$ cat src/rtl/rr_arbiter.sv
// rr_arbiter: round-robin arbiter granting one shared resource to one of N
// requesters at a time. Grant is registered, one-hot (or zero when idle) and
// rotates fairly via a search pointer that moves past each new winner.
// Optional feature macro: RR_TIMEOUT_EN. When defined, an owner that holds
// the grant for HOLD_MAX cycles while others wait is revoked and the revoke
// is flagged on preempt. When undefined, owners keep the grant as long as
// they request it and preempt is tied low.
module rr_arbiter #(
  parameter int N        = 4,
  parameter int HOLD_MAX = 15,
  localparam int IW      = $clog2(N)
) (
  input  logic          clk,
  input  logic          rst,
  input  logic [N-1:0]  req,
  output logic [N-1:0]  gnt,
  output logic [IW-1:0] gnt_id,
  output logic          busy,
  output logic          preempt
);

  typedef enum logic {
    S_IDLE  = 1'b0,
    S_GRANT = 1'b1
  } state_t;

  state_t        r_state;
  logic [N-1:0]  r_gnt;
  logic [IW-1:0] r_gnt_id;
  logic          r_busy;
  logic [IW-1:0] r_ptr;

  logic [N-1:0]  w_req_m;
  logic          w_found;
  logic [IW-1:0] w_win_id;
  logic [N-1:0]  w_win_oh;
  logic [IW-1:0] w_ptr_next;
  logic          w_own_req;

  // (base + off) mod N for base < N and off < N.
  function automatic logic [IW-1:0] wrap_idx(input logic [IW-1:0] base, input int off);
    int s;
    s = int'(base) + off;
    if (s >= N) s = s - N;
    return IW'(s);
  endfunction

  // The current owner's bit is never a candidate: either it has dropped its
  // request, or it is being revoked and must hand over to someone else.
  assign w_req_m   = req & ~r_gnt;
  assign w_own_req = |(req & r_gnt);

  // Priority search starting at r_ptr and wrapping; walking downward so the
  // candidate closest to the pointer is the last (winning) assignment.
  always_comb begin
    w_found  = 1'b0;
    w_win_id = '0;
    for (int k = N - 1; k >= 0; k--) begin
      if (w_req_m[wrap_idx(r_ptr, k)]) begin
        w_found  = 1'b1;
        w_win_id = wrap_idx(r_ptr, k);
      end
    end
  end

  // One-hot decode of the winning index.
  for (genvar gi = 0; gi < N; gi++) begin : g_win_oh
    assign w_win_oh[gi] = (w_win_id == IW'(gi));
  end

  assign w_ptr_next = wrap_idx(w_win_id, 1);

`ifdef RR_TIMEOUT_EN
  logic [7:0] r_hold_cnt;
  logic       r_preempt;
  logic       w_expire;

  // Expiry compares with >= so a saturated counter keeps the owner eligible
  // for revoke the moment any other requester shows up.
  assign w_expire = (r_hold_cnt >= 8'(HOLD_MAX - 1));
`else
  logic w_unused_cfg;
  assign w_unused_cfg = (HOLD_MAX == 0);
`endif

  // Arbiter FSM: tracks owner, pointer, and (optionally) hold time.
  always_ff @(posedge clk) begin
    if (rst) begin
      r_state  <= S_IDLE;
      r_gnt    <= '0;
      r_gnt_id <= '0;
      r_busy   <= 1'b0;
      r_ptr    <= '0;
`ifdef RR_TIMEOUT_EN
      r_hold_cnt <= '0;
      r_preempt  <= 1'b0;
`endif
    end else begin
`ifdef RR_TIMEOUT_EN
      r_preempt <= 1'b0;
`endif
      case (r_state)
        S_IDLE: begin
          if (w_found) begin
            r_state  <= S_GRANT;
            r_gnt    <= w_win_oh;
            r_gnt_id <= w_win_id;
            r_busy   <= 1'b1;
            r_ptr    <= w_ptr_next;
`ifdef RR_TIMEOUT_EN
            r_hold_cnt <= '0;
`endif
          end
        end
        S_GRANT: begin
          if (!w_own_req) begin
            if (w_found) begin
              // Direct hand-over, no idle gap.
              r_gnt    <= w_win_oh;
              r_gnt_id <= w_win_id;
              r_ptr    <= w_ptr_next;
`ifdef RR_TIMEOUT_EN
              r_hold_cnt <= '0;
`endif
            end else begin
              r_state  <= S_IDLE;
              r_gnt    <= '0;
              r_gnt_id <= '0;
              r_busy   <= 1'b0;
            end
          end
`ifdef RR_TIMEOUT_EN
          else if (w_expire && w_found) begin
            // Owner still requesting but out of time: force rotation.
            r_gnt      <= w_win_oh;
            r_gnt_id   <= w_win_id;
            r_ptr      <= w_ptr_next;
            r_hold_cnt <= '0;
            r_preempt  <= 1'b1;
          end else if (r_hold_cnt < 8'(HOLD_MAX)) begin
            r_hold_cnt <= r_hold_cnt + 8'd1;
          end
`endif
        end
        default: begin
          r_state  <= S_IDLE;
          r_gnt    <= '0;
          r_gnt_id <= '0;
          r_busy   <= 1'b0;
        end
      endcase
    end
  end

  assign gnt    = r_gnt;
  assign gnt_id = r_gnt_id;
  assign busy   = r_busy;
`ifdef RR_TIMEOUT_EN
  assign preempt = r_preempt;
`else
  assign preempt = 1'b0;
`endif

endmodule

$ cat config.mk
export PLATFORM = sky130hd
export DESIGN_NAME = rr_arbiter
export DESIGN_NICKNAME = d
export VERILOG_FILES = /design/src/rtl/rr_arbiter.sv
export SDC_FILE = /design/constraint.sdc
export NUM_CORES = 1
export LEC_CHECK = 0
export BUFFER_PORTS_ARGS = -buffer_cell sky130_fd_sc_hd__buf_2
export CAP_MARGIN = 20
export CORE_ASPECT_RATIO = 1.1
export CORE_MARGIN = 5
export CORE_UTILIZATION = 35
export DETAILED_ROUTE_END_ITERATION = 10
export GPL_ROUTABILITY_DRIVEN = 0
export PLACE_DENSITY = 0.58
export SLEW_MARGIN = 20
export SYNTH_ARGS = -nofsm -noshare
export SYNTH_HDL_FRONTEND = slang
export SYNTH_SLANG_ARGS = --single-unit
$ cat constraint.sdc
create_clock -name clk -period 2.3 [get_ports clk]
set_clock_uncertainty 0.2 [all_clocks]
set_input_delay 0.115 -clock clk [delete_from_list [all_inputs] [get_ports clk]]
set_output_delay 0.115 -clock clk [all_outputs]
set_load 0.02 [all_outputs]
==> results.yml <==
status:
  status: "complete, no violations"
worst_hold_path:
  hp-start: "req[0]"
  hold_end: "busy$_SDFFE_PP0P_"
  hold_class: "input port to flip-flop"
  whs_path_depth: 5
sta:
  max_freq_mhz: 585
  rsz0062_at_grt: "false"
  setup_viol: 0
  tns_ns: 0
  drv_slew: 0
  period_share_pct: 74.3
  min_period_ns: 1.71
  final_hold_viol_count: 0
  layout_setup_ws_ns: 0.590
worst_setup_path:
  worstSetupStartpointType: "flip-flop"
  worst_ep_arrival_time_ns: 1.68
  cp-startpoint: "gnt[2]$_SDFFE_PP0P_"
  cp_slowest_cell: "dfxtp_1"
  worst_r2r_path_depth: 5
  r2r-start: "gnt[2]$_SDFFE_PP0P_"
  crit_required_ns: 2.27
  critPathKind: "flip-flop to flip-flop"
  cp_max_fo: 10
  end_kind: "flip-flop"
  ff2ff_setup_slack_ns: 0.59
  path_cells: "a22oi_1 > nand2_1 > a21oi_4 > nor2_1 > a311oi_1"
  slowest_delay_ns: 0.36
  r2r-end: "r_ptr[1]$_SDFFE_PP0P_"
synthesis:
  synthArstFlopShare_pct: 0
  synth-seq-cells: 10
  synth_xor_area_share_pct: 0
  synth-adder-area-share_pct: 0
  synth_top_family_by_area: "compound AO/OA/AOI/OAI gates"
  synth_mux_area_share_pct: 0
  synthDominantCellAreaShare_pct: 36.4
  yosys_warnings: 0
  netlist_top_cells_area: "dfxtp_1 36%, nor2_1 7.5%, a22oi_1 6.8%"
  synth_largest_area_cell: "dfxtp_1"
  avgSynthCellArea_um2: 8.88
  synth_ff_type: "dfxtp_1"
  yosys.cell_count.top_type: "nor2_1"
  synth-compound-area-share_pct: 31.4
  ys_types: 26
  synth-edff-count: 0
  synthTopCellsByCount: "11 x nor2_1, 10 x dfxtp_1, 5 x a22oi_1"
  yosys.area_share.simple_pct: 28.9
  yosysSeqAreaShare_pct: 36.4
  syn_area_um2: 551
  synth_fp_nets: 68
  synthCells: 62
floorplanning:
  chipHeight_um: 51.6
  fp-row-count: 15
  die_w_um: 47.8
  io_pins: 14
  core_area_um2: 1540
  initial_core_util_pct: 35.8
  dieArea_um2: 2470
power:
  ir_worst_vdd_mv: 0.449
  power_density_nw_per_um2: 1350
  p_leak_nw: 0.278
grt:
  grt_start_max_net_pins: 11
  antenna_found_initial: 0
  grt_pass1_vias: 484
  grt_util_all_layers_pct: 11.4
  grtUsageMet1_pct: 14.4
  use_met3_pct: 2.08
  use_met2_pct: 16.1
  grt_overflow: 0
  grt_pass1_wl_mm: 1.98
  grt_busiest_layer: "met2"
finish:
  antenna_cells: 0
  nFillCells: 166
  drive_above_1_share_pct: 31.2
  area_growth_pct: 21.1
  finalNonFillerCells: 94
  fin_nets: 84
  fin_area_um2: 667
clocking:
  clock-sinks: 10
  clock_latency_ns: 0.27
  cts_resized: 0
  cts_root_buf: "clkbuf_4"
  path_clk_slew_ns: 0.07
  clock_path_buffers: 2
  cts_made_buffers: 3
  cts_setup_buffers: 0
  cts_tree: "done"
  h-tree-depth: 1
place:
  hpwl_um: 940
  preCtsSetupSlack_ns: 0.609
  placed_area_um2: 621
  io_buffers: 12
  dpl.cell_count: 89
routing:
  viasPerCell: 5.51
  vias: 518
  drtAntennaViolNets: 0
  initialDrtViolationCount: 17
  finalWirelength_mm: 1.22
  drt_drc_violations_left: 0
  wire_per_inst_um: 12.9
  dr.pass1.iters: 4
run:
  drv_cap: 0
==> where the power goes <==
part	internal, mW	leakage [nW]	switching [mW]
sequential	0.233	0.0828	0.0657
combinational	0.184	0.174	0.257
clock	0.0962	0.0210	0.0622
==> metal layers <==
layer | share of wire [%] | routed length, um | vias to the layer above
li1 | - | - | 259
met1 | 46 | 562 | 235
met2 | 43 | 518 | 17
met3 | 6.1 | 74 | 7
met4 | 4.9 | 59 | 0
met5 | 0 | 0 | -
==> flip-flops by register name (all words and copies together), names as in the netlist <==
name,cells
r_state,1
busy,1
gnt_id,2
r_ptr,2
gnt,4
==> cell usage in the layout, fill, tap and decap left out <==
master         count
and3_1             1
buf_2             12
and2b_1            1
nor3b_1            1
o21a_4             1
a211oi_2           1
nand3_1            3
inv_1              1
conb_1             1
nor2b_1            1
nor2b_2            3
o22ai_1            2
a21oi_4            1
a21oi_1            2
clkbuf_8           1
dfxtp_1           10
o21bai_1           1
o22a_2             1
nor4_4             1
nor2_1            11
dlygate4sd3_1      1
nand2b_1           2
clkbuf_4           3
a21boi_1           1
nand2_1            4
a22oi_1            5
a311oi_1           1
a32oi_1            4
==> kinds of logic (layout without fill, tap and decap cells) <==
family,after synthesis,after routing
buf+inv,3,18
simple gates,28,28
compound gates,20,20
flops,10,10
other cells,1,1
==> worst max-delay path, delay by kind of cell (launching register included) <==
family             cells  cell delay [ns]
AOI/OAI and AO/OA      3             0.83
DFF                    1             0.36
and+or+nand+nor        2             0.23
==> repair_timing <==
action | in CTS | in global routing
hold buffers | 1 | 0
endpoints found under the setup margin | 0 | 0
endpoints found under the hold margin | 10 | 0
==> metrics by stage <==
step	hold slack (ns)	power, mW	util, %
floorplan	0.233	0.638	-
global placement	0.224	0.746	40.3
detailed placement	0.218	0.746	40.3
CTS	0.123	0.909	43.3
global route	0.179	0.973	43.3
finish	0.122	0.899	43.3
==> cell type report <==
cell class	count	area [um2]	area share (%)
repair buffers	13	70.1	10.5
well taps	17	21.3	3.19
multi-input cells	49	335	50.3
inverters	1	3.75	0.563
clock buffers	4	36.3	5.44
flip-flops and latches	10	200	30.0
==> worst max-delay path by stage <==
stage / endpoint / slack (ns) / depth (start not counted)
3_5_place_dp: gnt[1]$_SDFFE_PP0P_ / 0.61 / 5
6_report: r_ptr[1]$_SDFFE_PP0P_ / 0.59 / 5
4_1_cts: r_ptr[1]$_SDFFE_PP0P_ / 0.59 / 5
2_1_floorplan: gnt[2]$_SDFFE_PP0P_ / 0.60 / 5
3_3_place_gp: r_ptr[1]$_SDFFE_PP0P_ / 0.63 / 5
5_1_grt: r_ptr[1]$_SDFFE_PP0P_ / 0.47 / 5
Note: power is estimated with default switching activity, not from simulation.
